**config.mk**
```make
export PLATFORM = sky130hd
export DESIGN_NAME = game_input_mmio
export DESIGN_NICKNAME = d
export VERILOG_FILES = /design/src/rtl/game_input_mmio.sv
export SDC_FILE = /design/constraint.sdc
export NUM_CORES = 1
export LEC_CHECK = 0
export CAP_MARGIN = 20
export CORE_MARGIN = 10
export CORE_UTILIZATION = 60
export CTS_BUF_LIST = sky130_fd_sc_hd__clkbuf_8
export CTS_CLUSTER_DIAMETER = 40
export DETAILED_ROUTE_END_ITERATION = 8
export GPL_ROUTABILITY_DRIVEN = 0
export PLACE_DENSITY = 0.89
export SLEW_MARGIN = 20
export SYNTH_ARGS = -nofsm -noshare
export SYNTH_HDL_FRONTEND = slang
export SYNTH_SLANG_ARGS = --single-unit
```
**constraint.sdc**
```tcl
create_clock -name clk_clk -period 5.55 [get_ports clk_clk]
set_input_delay 1.11 -clock clk_clk [delete_from_list [all_inputs] [get_ports clk_clk]]
set_output_delay 1.11 -clock clk_clk [all_outputs]
set_load 0.01 [all_outputs]
```
**src/rtl/game_input_mmio.sv**
```systemverilog
`default_nettype none
// =============================================================================
// game_input_mmio : debounced N-channel input port, edge capture, IRQ and
//                   timestamped event FIFO behind an Avalon-MM slave.
// Revision        : 1.0
// =============================================================================

module game_input_mmio #(
  parameter int N_CH        = 5,
  parameter int FIFO_DEPTH  = 16,
  parameter int DEB_W       = 20,
  parameter int DEB_DEFAULT = 50000,
  parameter int TS_DIV      = 1000
) (
  input  logic            clk_clk,
  input  logic            reset_reset_n,
  input  logic [N_CH-1:0] pio_in,
  input  logic [2:0]      mmo_address,
  input  logic [31:0]     mmo_writedata,
  input  logic [3:0]      mmo_byteenable,
  input  logic            mmo_read,
  input  logic            mmo_write,
  output logic [31:0]     mmo_readdata,
  output logic            irq
);

  localparam int AW = $clog2(FIFO_DEPTH);
  localparam int CW = AW + 1;
  localparam int PW = (TS_DIV > 1) ? $clog2(TS_DIV) : 1;

  localparam logic [2:0] ADDR_LEVEL     = 3'd0;
  localparam logic [2:0] ADDR_EDGE      = 3'd1;
  localparam logic [2:0] ADDR_MASK      = 3'd2;
  localparam logic [2:0] ADDR_FIFO_DATA = 3'd3;
  localparam logic [2:0] ADDR_FIFO_STAT = 3'd4;
  localparam logic [2:0] ADDR_CTRL      = 3'd5;
  localparam logic [2:0] ADDR_DEBOUNCE  = 3'd6;
  localparam logic [2:0] ADDR_TSTAMP    = 3'd7;

  // input path
  logic [N_CH-1:0]  sync1, sync2, stable, toggle;
  logic [DEB_W-1:0] debounce_q, deb_lim;

  // timestamp
  logic [PW-1:0]    ts_pre;
  logic [23:0]      tstamp;

  // control / status registers
  logic [N_CH-1:0]  edge_q, mask_q;
  logic             en, fifo_irq_en, ovf;

  // event capture and arbitration
  logic [N_CH-1:0]  pending, pol, new_evt, arb_onehot;
  logic [23:0]      ts_lat [N_CH];
  logic             arb_valid;
  logic [31:0]      arb_word;
  logic             lost_pend;

  // fifo
  logic [31:0]      mem [FIFO_DEPTH];
  logic [AW-1:0]    wr_ptr, rd_ptr;
  logic [CW-1:0]    count;
  logic             full, push, pop, drop;

  // bus decode
  logic             wr_en, rd_en;
  logic [31:0]      be_mask, wdata_m, rd_mux;
  logic             flush, ovf_clr;
  logic [N_CH-1:0]  edge_clr;

  assign wr_en   = mmo_write;
  assign rd_en   = mmo_read & ~mmo_write;
  assign be_mask = {{8{mmo_byteenable[3]}}, {8{mmo_byteenable[2]}},
                    {8{mmo_byteenable[1]}}, {8{mmo_byteenable[0]}}};
  assign wdata_m = mmo_writedata & be_mask;

  assign flush    = wr_en && (mmo_address == ADDR_CTRL) && wdata_m[1];
  assign ovf_clr  = wr_en && (mmo_address == ADDR_FIFO_STAT) && wdata_m[16];
  assign edge_clr = (wr_en && (mmo_address == ADDR_EDGE)) ? wdata_m[N_CH-1:0] : '0;

  // A programmed DEBOUNCE of 0 behaves like 1.
  assign deb_lim = (debounce_q == '0) ? '0 : debounce_q - 1'b1;

  // ---------------------------------------------------------------------------
  // Synchroniser, debounce and stable level
  // ---------------------------------------------------------------------------
  always_ff @(posedge clk_clk) begin
    if (!reset_reset_n) begin
      sync1  <= '0;
      sync2  <= '0;
      stable <= '0;
    end else begin
      sync1  <= pio_in;
      sync2  <= sync1;
      stable <= stable ^ toggle;
    end
  end

  for (genvar i = 0; i < N_CH; i++) begin : g_ch
    logic [DEB_W-1:0] cnt;

    // >= rather than == so lowering DEBOUNCE mid-count still resolves.
    assign toggle[i] = (sync2[i] != stable[i]) && (cnt >= deb_lim);

    always_ff @(posedge clk_clk) begin
      if (!reset_reset_n) begin
        cnt <= '0;
      end else if ((sync2[i] == stable[i]) || toggle[i]) begin
        cnt <= '0;
      end else begin
        cnt <= cnt + 1'b1;
      end
    end
  end

  // ---------------------------------------------------------------------------
  // Timestamp
  // ---------------------------------------------------------------------------
  always_ff @(posedge clk_clk) begin
    if (!reset_reset_n) begin
      ts_pre <= '0;
      tstamp <= '0;
    end else if (ts_pre == PW'(TS_DIV - 1)) begin
      ts_pre <= '0;
      tstamp <= tstamp + 24'd1;
    end else begin
      ts_pre <= ts_pre + 1'b1;
    end
  end

  // ---------------------------------------------------------------------------
  // Registers
  // ---------------------------------------------------------------------------
  always_ff @(posedge clk_clk) begin
    if (!reset_reset_n) begin
      edge_q      <= '0;
      mask_q      <= '0;
      en          <= 1'b0;
      fifo_irq_en <= 1'b0;
      debounce_q  <= DEB_W'(DEB_DEFAULT);
      ovf         <= 1'b0;
    end else begin
      edge_q <= (edge_q & ~edge_clr) | toggle;
      if (wr_en && (mmo_address == ADDR_MASK))
        mask_q <= (mask_q & ~be_mask[N_CH-1:0]) | wdata_m[N_CH-1:0];
      if (wr_en && (mmo_address == ADDR_CTRL) && mmo_byteenable[0]) begin
        en          <= mmo_writedata[0];
        fifo_irq_en <= mmo_writedata[2];
      end
      if (wr_en && (mmo_address == ADDR_DEBOUNCE))
        debounce_q <= (debounce_q & ~be_mask[DEB_W-1:0]) | wdata_m[DEB_W-1:0];
      if (flush)
        ovf <= 1'b0;
      else
        ovf <= (ovf & ~ovf_clr) | lost_pend | drop;
    end
  end

  // ---------------------------------------------------------------------------
  // Event capture and lowest-index-first arbitration
  // ---------------------------------------------------------------------------
  assign new_evt = toggle & {N_CH{en}};
  // A channel being pushed this cycle has made room, so its re-arm is no loss.
  assign lost_pend = |(new_evt & pending & ~arb_onehot);

  always_comb begin
    arb_valid  = 1'b0;
    arb_onehot = '0;
    arb_word   = '0;
    for (int i = N_CH - 1; i >= 0; i--) begin
      if (pending[i]) begin
        arb_valid     = 1'b1;
        arb_onehot    = '0;
        arb_onehot[i] = 1'b1;
        arb_word      = {1'b1, pol[i], 6'(i), ts_lat[i]};
      end
    end
  end

  always_ff @(posedge clk_clk) begin
    if (!reset_reset_n) begin
      pending <= '0;
      pol     <= '0;
      for (int i = 0; i < N_CH; i++) ts_lat[i] <= '0;
    end else begin
      pending <= flush ? '0 : ((pending & ~arb_onehot) | new_evt);
      for (int i = 0; i < N_CH; i++) begin
        if (new_evt[i]) begin
          pol[i]    <= sync2[i];
          ts_lat[i] <= tstamp;
        end
      end
    end
  end

  // ---------------------------------------------------------------------------
  // Event FIFO
  // ---------------------------------------------------------------------------
  assign full = (count == CW'(FIFO_DEPTH));
  assign pop  = rd_en && (mmo_address == ADDR_FIFO_DATA) && (count != '0);
  assign push = arb_valid && (!full || pop) && !flush;
  assign drop = arb_valid && full && !pop && !flush;

  always_ff @(posedge clk_clk) begin
    if (!reset_reset_n || flush) begin
      wr_ptr <= '0;
      rd_ptr <= '0;
      count  <= '0;
    end else begin
      if (push) wr_ptr <= wr_ptr + 1'b1;
      if (pop)  rd_ptr <= rd_ptr + 1'b1;
      if (push && !pop)
        count <= count + 1'b1;
      else if (pop && !push)
        count <= count - 1'b1;
    end
  end

  always_ff @(posedge clk_clk) begin
    if (push) mem[wr_ptr] <= arb_word;
  end

  // ---------------------------------------------------------------------------
  // Read path and interrupt
  // ---------------------------------------------------------------------------
  always_comb begin
    rd_mux = '0;
    case (mmo_address)
      ADDR_LEVEL:     rd_mux[N_CH-1:0] = stable;
      ADDR_EDGE:      rd_mux[N_CH-1:0] = edge_q;
      ADDR_MASK:      rd_mux[N_CH-1:0] = mask_q;
      ADDR_FIFO_DATA: if (count != '0) rd_mux = mem[rd_ptr];
      ADDR_FIFO_STAT: begin
        rd_mux[CW-1:0] = count;
        rd_mux[16]     = ovf;
      end
      ADDR_CTRL: begin
        rd_mux[0] = en;
        rd_mux[2] = fifo_irq_en;
      end
      ADDR_DEBOUNCE:  rd_mux[DEB_W-1:0] = debounce_q;
      ADDR_TSTAMP:    rd_mux[23:0] = tstamp;
      default:        rd_mux = '0;
    endcase
  end

  always_ff @(posedge clk_clk) begin
    if (!reset_reset_n) begin
      mmo_readdata <= '0;
      irq          <= 1'b0;
    end else begin
      mmo_readdata <= rd_en ? rd_mux : '0;
      irq          <= (|(edge_q & mask_q)) | (fifo_irq_en & (count != '0)) | (fifo_irq_en & ovf);
    end
  end

  logic unused_bits;
  assign unused_bits = ^{be_mask, wdata_m, mmo_writedata};

endmodule

`default_nettype wire

```
Word level (Yosys, flattened, before mapping) --
Memories as Yosys holds them, arrays and structs flattened. A register that Yosys moved wholly into a read port is not among the register bits. Index checks and enable logic that the tools add are counted.
Word-level totals: register bits after elaboration 238, bits in writable memories 632, output and inout port bits 33, logic and storage cells 202, memories 2
Cells by class: $add $sub $neg 12, magnitude comparators 5, equal/unequal tests 19, muxes and demuxes 53, bitwise gates (word level) 34, reductions and logical operators 49
Memories:
- mem | depth 16, width 32, read ports 1, clocked after Yosys merged registers in 1, write ports 1, RTL line 60 | logic [31:0] mem [FIFO_DEPTH];
- ts_lat | depth 5, width 24, read ports 5, clocked after Yosys merged registers in 0, write ports 5, RTL line 54 | logic [23:0] ts_lat [N_CH];
Operator list (number):
- 32-bit 2-to-1 mux | 5
- 24-bit 2-to-1 mux | 6
- 20-bit by 1-bit adder with 20-bit output (second input constant) | 5
- 20-bit greater-or-equal comparator | 5
- 20-bit bitwise AND | 2
- 5-bit 2-to-1 mux | 8
- 5-bit bitwise AND | 7
- 11-bit one-hot mux with 3 select lines | 1
- 24-bit by 1-bit adder with 24-bit output (second input constant) | 1
- 1-bit 2-to-1 mux | 23
- 1-bit logical AND | 22
- 20-bit zero test | 1
- 20-bit 2-to-1 mux | 1
- 20-bit NOT | 1
- 20-bit bitwise OR | 1
- 20-bit by 1-bit subtractor with 20-bit output (second input constant) | 1
- 1-bit one-hot mux with 8 select lines | 2
- 5-bit NOT | 3
- 5-bit bitwise OR | 3
- 2-bit one-hot mux with 7 select lines | 1
- 2-bit OR reduction | 7
- 3-bit == test (second input constant) | 4
- 10-bit by 1-bit adder with 10-bit output (second input constant) | 1
- 10-bit == test (second input constant) | 1
- other kinds (25) | 60

Logic depth before layout (Yosys ltp) --
Gate-level depths: netlist of run 1.
word-level depth 11, depth in mapped cells 16

Worst setup path before layout of run 1 --
Ideal clock, no wire load.
kind in2reg, from in mmo_write, to mem mem[3][0] (enable), setup time 451 ps, data arrival time 4448 ps, data required time 5099 ps, slack 650 ps, cell stages on the path 7, cells stage by stage nand4b_1 -> a211oi_1 -> or3_1 -> and3_1 -> buf_2 -> nand2_1 -> nor3_1
On the way: cells in the longest elaborated chain, start to end 9, elaborated cells between the ends (all ways) 12
Ends and longest elaborated chain:
- start, declared | RTL line 22 | input logic mmo_write,
- 1-bit NOT | RTL line 72 | assign rd_en = mmo_read & ~mmo_write;
- 1-bit bitwise AND | RTL line 72
- 1-bit logical AND (2 in a row) | RTL line 200 | assign pop = rd_en && (mmo_address == ADDR_FIFO_DATA) && (count != '0);
- 1-bit logical OR | RTL line 201 | assign push = arb_valid && (!full || pop) && !flush;
- 1-bit logical AND | RTL line 201
- 1-bit logical AND (*) | RTL line 201
- named net push | RTL line 63 | logic full, push, pop, drop;
- 1-bit 2-to-1 mux (*) | RTL line 220 | if (push) mem[wr_ptr] <= arb_word;
- 1-bit 2-to-1 mux (implied by the code) (*) | RTL line 220
- end, declared | RTL line 60
Mark *: on every way through the listed nets, which the timed path passes. The rest lies on a longest branch.

==> results of run 1 <==
[critical path, stage by stage (launching register included)]
cell	delay, ns
dfxtp_1	0.38
or4_4	0.58
nor2_4	0.11
nand2_2	0.11
nor4_2	0.51
nand3_2	0.39
nand2_2	0.36
ha_1	0.33
a21oi_1	0.23
nor2_1	0.07
a2111oi_0	0.41
o31ai_1	0.26
a41oi_1	0.58
nand4b_1	0.24
buf_12	0.22
and3_1	0.25
[routing by layer]
metal  share of wire  up-vias  GRT usage
met5         0.00015        -          0
met4           0.039        2      0.116
met3            0.12      288     0.0714
met2            0.49     1604      0.421
met1            0.36    11100      0.325
li1                -     9573          -
[state kept, by name, indices dropped and copies added, names as in the netlist, 10 cells and up, named ones only]
register / count
mem: 464
ts_lat: 120
g_ch.cnt: 100
mmo_readdata: 29
tstamp: 24
ts_pre: 10
[layout by cell type (no fill, tap or decap), types with 9 or more instances in the layout]
cell,instances
o21ai_0,52
buf_4,62
clkinv_1,28
dfxtp_1,235
clkdlybuf4s50_1,63
or3_1,11
mux2i_1,34
nor3_1,21
nand3_1,69
a222oi_1,24
inv_1,63
ha_1,117
nor2b_1,17
a211oi_1,21
nor2_4,13
xnor2_1,60
nor2_1,285
clkinv_2,15
and4_1,9
or4_1,9
a221oi_1,14
a21oi_2,9
clkbuf_8,151
and3_1,56
edfxtp_1,584
a21oi_1,95
xor2_1,84
a22oi_1,23
mux4_2,141
nand2_1,172
o22ai_1,9
nand4_1,32
and2_1,19
[through the flow]
stage                     setup TNS (ns)  utilization  setup WS (ns)  total power [µW]
after floorplan                        0            -          0.650              6780
after global placement                 0        0.641          0.505              6850
after detailed placement               0        0.641          0.289              6860
after CTS                              0        0.688          0.203             12000
after global routing            -0.00139        0.689      -0.000828             12300
final                                  0        0.689          0.257             12000
[how the worst max path moves through the flow]
stage	start	end	slack, ns	depth (start not counted)
3_5_place_dp	flip-flop	ts_lat[0][84]	0.29	15
2_1_floorplan	mmo_write	mem[3][0]	0.65	7
5_1_grt	flip-flop	ts_lat[0][108]	-0.0008	15
6_report	flip-flop	ts_lat[0][108]	0.26	15
4_1_cts	flip-flop	ts_lat[0][108]	0.20	15
3_3_place_gp	flip-flop	ts_lat[0][14]	0.50	15
[cell type report]
cell class                 count  area (µm²)
tap                          756         946
clock inverter                89         591
multi-input combinational   1473       11700
antenna                        1        2.50
clock buffer                 151        2080
inverter                      35         131
fill                        3359       17600
sequential                   823       22300
timing repair buffer         132        1210
[where the power goes]
group          switching, µW  leakage (µW)  internal (µW)
combinational            115       0.00453           58.2
clock                   2410       0.00147           2830
sequential              22.4       0.00776           6540
total                   2550        0.0138           9430
[kinds of logic (layout without fill, tap and decap cells)]
kind of cell    count (synthesis)  after routing  share of synthesized area
mux                           176            176                      0.102
compound gates                277            277                     0.0514
buf+inv                       143            407                     0.0167
other cells                     1              4                   0.000109
xor+xnor                      144            144                     0.0366
simple gates                  755            755                      0.102
fa+ha+maj                     118            118                     0.0431
flops                         823            823                      0.648
[Yosys cell counts (5+ instances only)]
library cell,instances,share of area
or3_1,11,0.0020
inv_1,33,0.0036
clkbuf_1,75,0.0082
o22ai_1,9,0.0016
and4_1,9,0.0023
mux4_2,141,0.092
xnor2_1,60,0.015
a222oi_1,24,0.0070
xor2_1,84,0.021
nor3_1,25,0.0036
nand4_1,32,0.0058
buf_2,18,0.0026
nor3b_1,5,0.0011
edfxtp_1,584,0.51
nor4_1,7,0.0013
nor2b_1,17,0.0031
nand2_1,174,0.019
or4_1,9,0.0020
dfxtp_1,239,0.14
a211oi_1,21,0.0046
buf_1,10,0.0011
ha_1,117,0.042
a22oi_1,23,0.0050
a221oi_1,14,0.0036
mux2i_1,34,0.0099
o21ai_0,53,0.0077
nand3_1,70,0.010
nand2b_1,5,0.00091
and3_1,56,0.010
nor2_1,301,0.033
a21oi_1,104,0.015
and2_1,19,0.0035
[timing repair]
| action | in CTS | in global routing |
|---|---|---|
| setup buffers | 0 | 0 |
| setup endpoints to repair | 0 | 204 |
| gates resized for setup | 0 | 3 |
==> run metrics, run 1 <==
status=completed; DR pass1 iterations=8; routed via count=22,500; routed wire length=88.2 mm; Longest Clk Path Bufs=3; Post-Syn Area=0.0345 mm²; Max Cap Violations=0; actual slew at the worst max-slew pin=1.14 ns; asr flop ratio synth=0; largest net degree at the start of global routing=70; crit start category=flip-flop; clock latency on the worst-skew pair=0.81 ns; Die Wd=260 µm; Crit. End Element=flip-flop; placed cell area=0.0363 mm²; P_leak=0.0138 µW; number of global-route vias before repair=22,800; worst path required time=6.08 ns; synth-to-layout area growth=13.3%; Initial DRC Count=3,238; CTS buffer count=132; Starting Density=0.609; hold crit path type=flip-flop to flip-flop; hold endpoint=sync2[1]; initial antenna violation count=2; CTS Hold Buffers Added=0; root buffer cell=clkbuf_8; IO Pins=81; detailed-route wire length per cell=25.5 µm; max-slew violations=0; worst vdd ir=0.246 mV; Final Net Count=2,763; Cell variety after synth=64; gr usage total=0.260; hold_sp=sync1[1]; non-filler cells, final=3,460; Via density=6.51; Seq/Total Area, Yosys=0.648; Buffers on Ports=64; yosys warns=0; Post-synth EDFFs=584; worst-case reg-to-reg path depth=15; setup violators final=0; Core ar.=0.0566 mm²; Syn Inst Count=2,437; Sink Count=823; R2R Path End=ts_lat[0][108]; # rows=87; Worst Hold Margin=0.456 ns; grt total ovfl=0; Hold Path Stages=1; placed insts=3,218; WS Path Type=flip-flop to flip-flop; Final ANT Viol Nets=0; Avg Cell Area, Syn=14.1 µm²; normalized max-slew margin=0.241; flop2flop setup slack=0.26 ns; skew final=0.0448 ns; DRC=0; min Tclk post-route=5.29 ns; Crit Path Max Fanout=24; global-route wire length before repair=133 mm; Die H=260 µm; DPL Wire Length=56.4 mm; layout cells sized above 1=0.162; Clock Pin Slew Worst Setup and Hold Paths=0.06 ns; Fmax=189 MHz; Hold Fails Final Rpt=0; power density over the cells=307 mW/mm²; TritonCTS clock tree=done; Yosys reg bits=823; Critical Path AT=5.82 ns; design area=0.0390 mm²; die area=0.0674 mm²; fin crit share=0.954; H-tree Lvls=4; Top FF cell, synth=edfxtp_1
Note: power is estimated with default switching activity, not from simulation.
==> run 2: changes to the inputs <==
Settings changed: CAP_MARGIN 20 to 40.
==> run 2 against run 1 <==
  * Routed wire length grew 2.5%
  * Clock power shrank 6.1%
  * First-iteration DRC count shrank 0.15%
  * Largest power group unchanged
  * Critical endpoint is now ts_lat[0][62]
  * Clock skew shrank 0.0037 ns
  * Largest cell class unchanged
  * Utilization shrank 0.073 points
  * Worst hold slack lost 0.0026 ns
  * Critical path type unchanged
  * Maximum frequency grew 2.0%
==> run metrics, run 2 (same netlist as run 1, synthesis figures left out) <==
IO Pins=81; root buffer cell=clkbuf_8; Core ar.=0.0566 mm²; normalized max-slew margin=0.356; power density over the cells=299 mW/mm²; worst-case reg-to-reg path depth=15; max FFs per register=464; DRC=0; # rows=87; commonest non-fill, non-tap cell in the layout=edfxtp_1; global-route wire length before repair=136 mm; DR pass1 iterations=7; Max Cap Violations=0; initial antenna violation count=1; GR peak layer=met2; Die Wd=260 µm; synth-to-layout area growth=13.1%; Crit. End Element=flip-flop; global-route track usage on met3=0.0757; largest net degree at the start of global routing=63; routed via count=22,700; Longest Clk Path Bufs=3; actual slew at the worst max-slew pin=0.957 ns; Final Net Count=2,780; P_leak=0.0138 µW; Critical Path AT=5.68 ns; Die H=260 µm; # Post-CTS Setup Buffers=0; Sink Count=823; Fmax=193 MHz; CTS Hold Buffers Added=0; design area=0.0390 mm²; setup violators final=0; routed wire length=90.4 mm; CTS buffer count=130; PostCTS Resize Cnt=0; number of global-route vias before repair=22,700; hold crit path type=flip-flop to flip-flop; met2 global-route usage=0.430; status=completed; worst vdd ir=0.181 mV; crit start category=flip-flop; unrepaired setup endpoints after global routing=no; TritonCTS clock tree=done; Starting Density=0.609; min Tclk post-route=5.19 ns; worst path required time=6.04 ns; skew final=0.0411 ns; max-slew violations=0; WS Path Type=flip-flop to flip-flop; Largest Register=mem; grt total ovfl=0; H-tree Lvls=4; Hold Path Stages=1; clock latency on the worst-skew pair=0.79 ns; fin crit share=0.935; die area=0.0674 mm²; commonest cells after routing, fill and taps aside=584 x edfxtp_1, 289 x nor2_1, 235 x dfxtp_1, 171 x nand2_1, 148 x clkbuf_8; Via density=6.55; DPL Wire Length=57.4 mm; biggest registers after layout=mem x464, ts_lat x120, g_ch.cnt x100; Initial DRC Count=3,233; detailed-route wire length per cell=26.1 µm; setup TNS=0 ns; Clock Pin Slew Worst Setup and Hold Paths=0.06 ns; antenna cells=0; met1 Use GR=0.325; layout cells sized above 1=0.162; Final ANT Viol Nets=0; placed cell area=0.0364 mm²; # fillers=3,350; gr usage total=0.266; Crit Path Max Fanout=24; Buffers on Ports=64; Hold Fails Final Rpt=0
## run 2: changes by cell type in the layout (fill, tap and decap cells not counted), sizes merged
cell    previous run  this run
buf               69        85
clkinv            45        35
inv               67        77
bufinv             7         2
diode              1         0
## run 2: cell type report
class | instances | area, µm² | area share
clock buffers | 148 | 2040 | 0.0523
clock inverters | 84 | 439 | 0.0113
inverters | 35 | 131 | 0.00337
multi-input cells | 1473 | 11700 | 0.300
flip-flops and latches | 823 | 22300 | 0.573
well taps | 756 | 946 | 0.0243
repair buffers | 151 | 1390 | 0.0356
## run 2: worst paths after layout
| check | startpoint | to | slack (ns) |
|---|---|---|---|
| worst max register to register | flip-flop | ts_lat[0][62] | 0.36 |
| worst max-delay path | flip-flop | ts_lat[0][62] | 0.36 |
| worst min-delay path | sync1[1] | sync2[1] | 0.45 |
| worst min register to register | sync1[1] | sync2[1] | 0.45 |
## run 2: critical path, cell delays in order, from the launching register on
cell      delay, ns
dfxtp_1        0.39
or4_4          0.59
nor2_4         0.11
nand2_2        0.11
nor4_2         0.50
nand3_2        0.39
nand2_1        0.46
ha_1           0.33
o21ai_0        0.23
o21bai_1       0.10
a211oi_1       0.48
o22a_1         0.35
nand2_1        0.11
nand4b_1       0.26
buf_12         0.22
and3_1         0.24
## run 2: layer usage
layer  vias up  routed length (µm)
li1       9612                   -
met1     11100               31400
met2      1699               43800
met3       360               10900
met4         0                4290
met5         -                   0
## run 2: report_power, final
part	leakage (µW)	switching (µW)	internal, µW
clock network	0.00140	2380	2540
registers	0.00776	23.3	6540
logic	0.00463	116	58.9
## run 2: per-stage QoR
| stage | instances | setup slack (ns) | hold slack, ns | utilization | power (µW) |
|---|---|---|---|---|---|
| 2_1_floorplan | 2439 | 0.650 | 0.412 | - | 6780 |
| 3_3_place_gp | 3218 | 0.505 | 0.430 | 0.641 | 6850 |
| 3_5_place_dp | 3232 | 0.202 | 0.432 | 0.643 | 6860 |
| 4_1_cts | 3464 | 0.0807 | 0.452 | 0.687 | 11700 |
| 5_1_grt | 3470 | 0.120 | 0.457 | 0.689 | 12000 |
| 6_report | 3470 | 0.359 | 0.453 | 0.689 | 11700 |
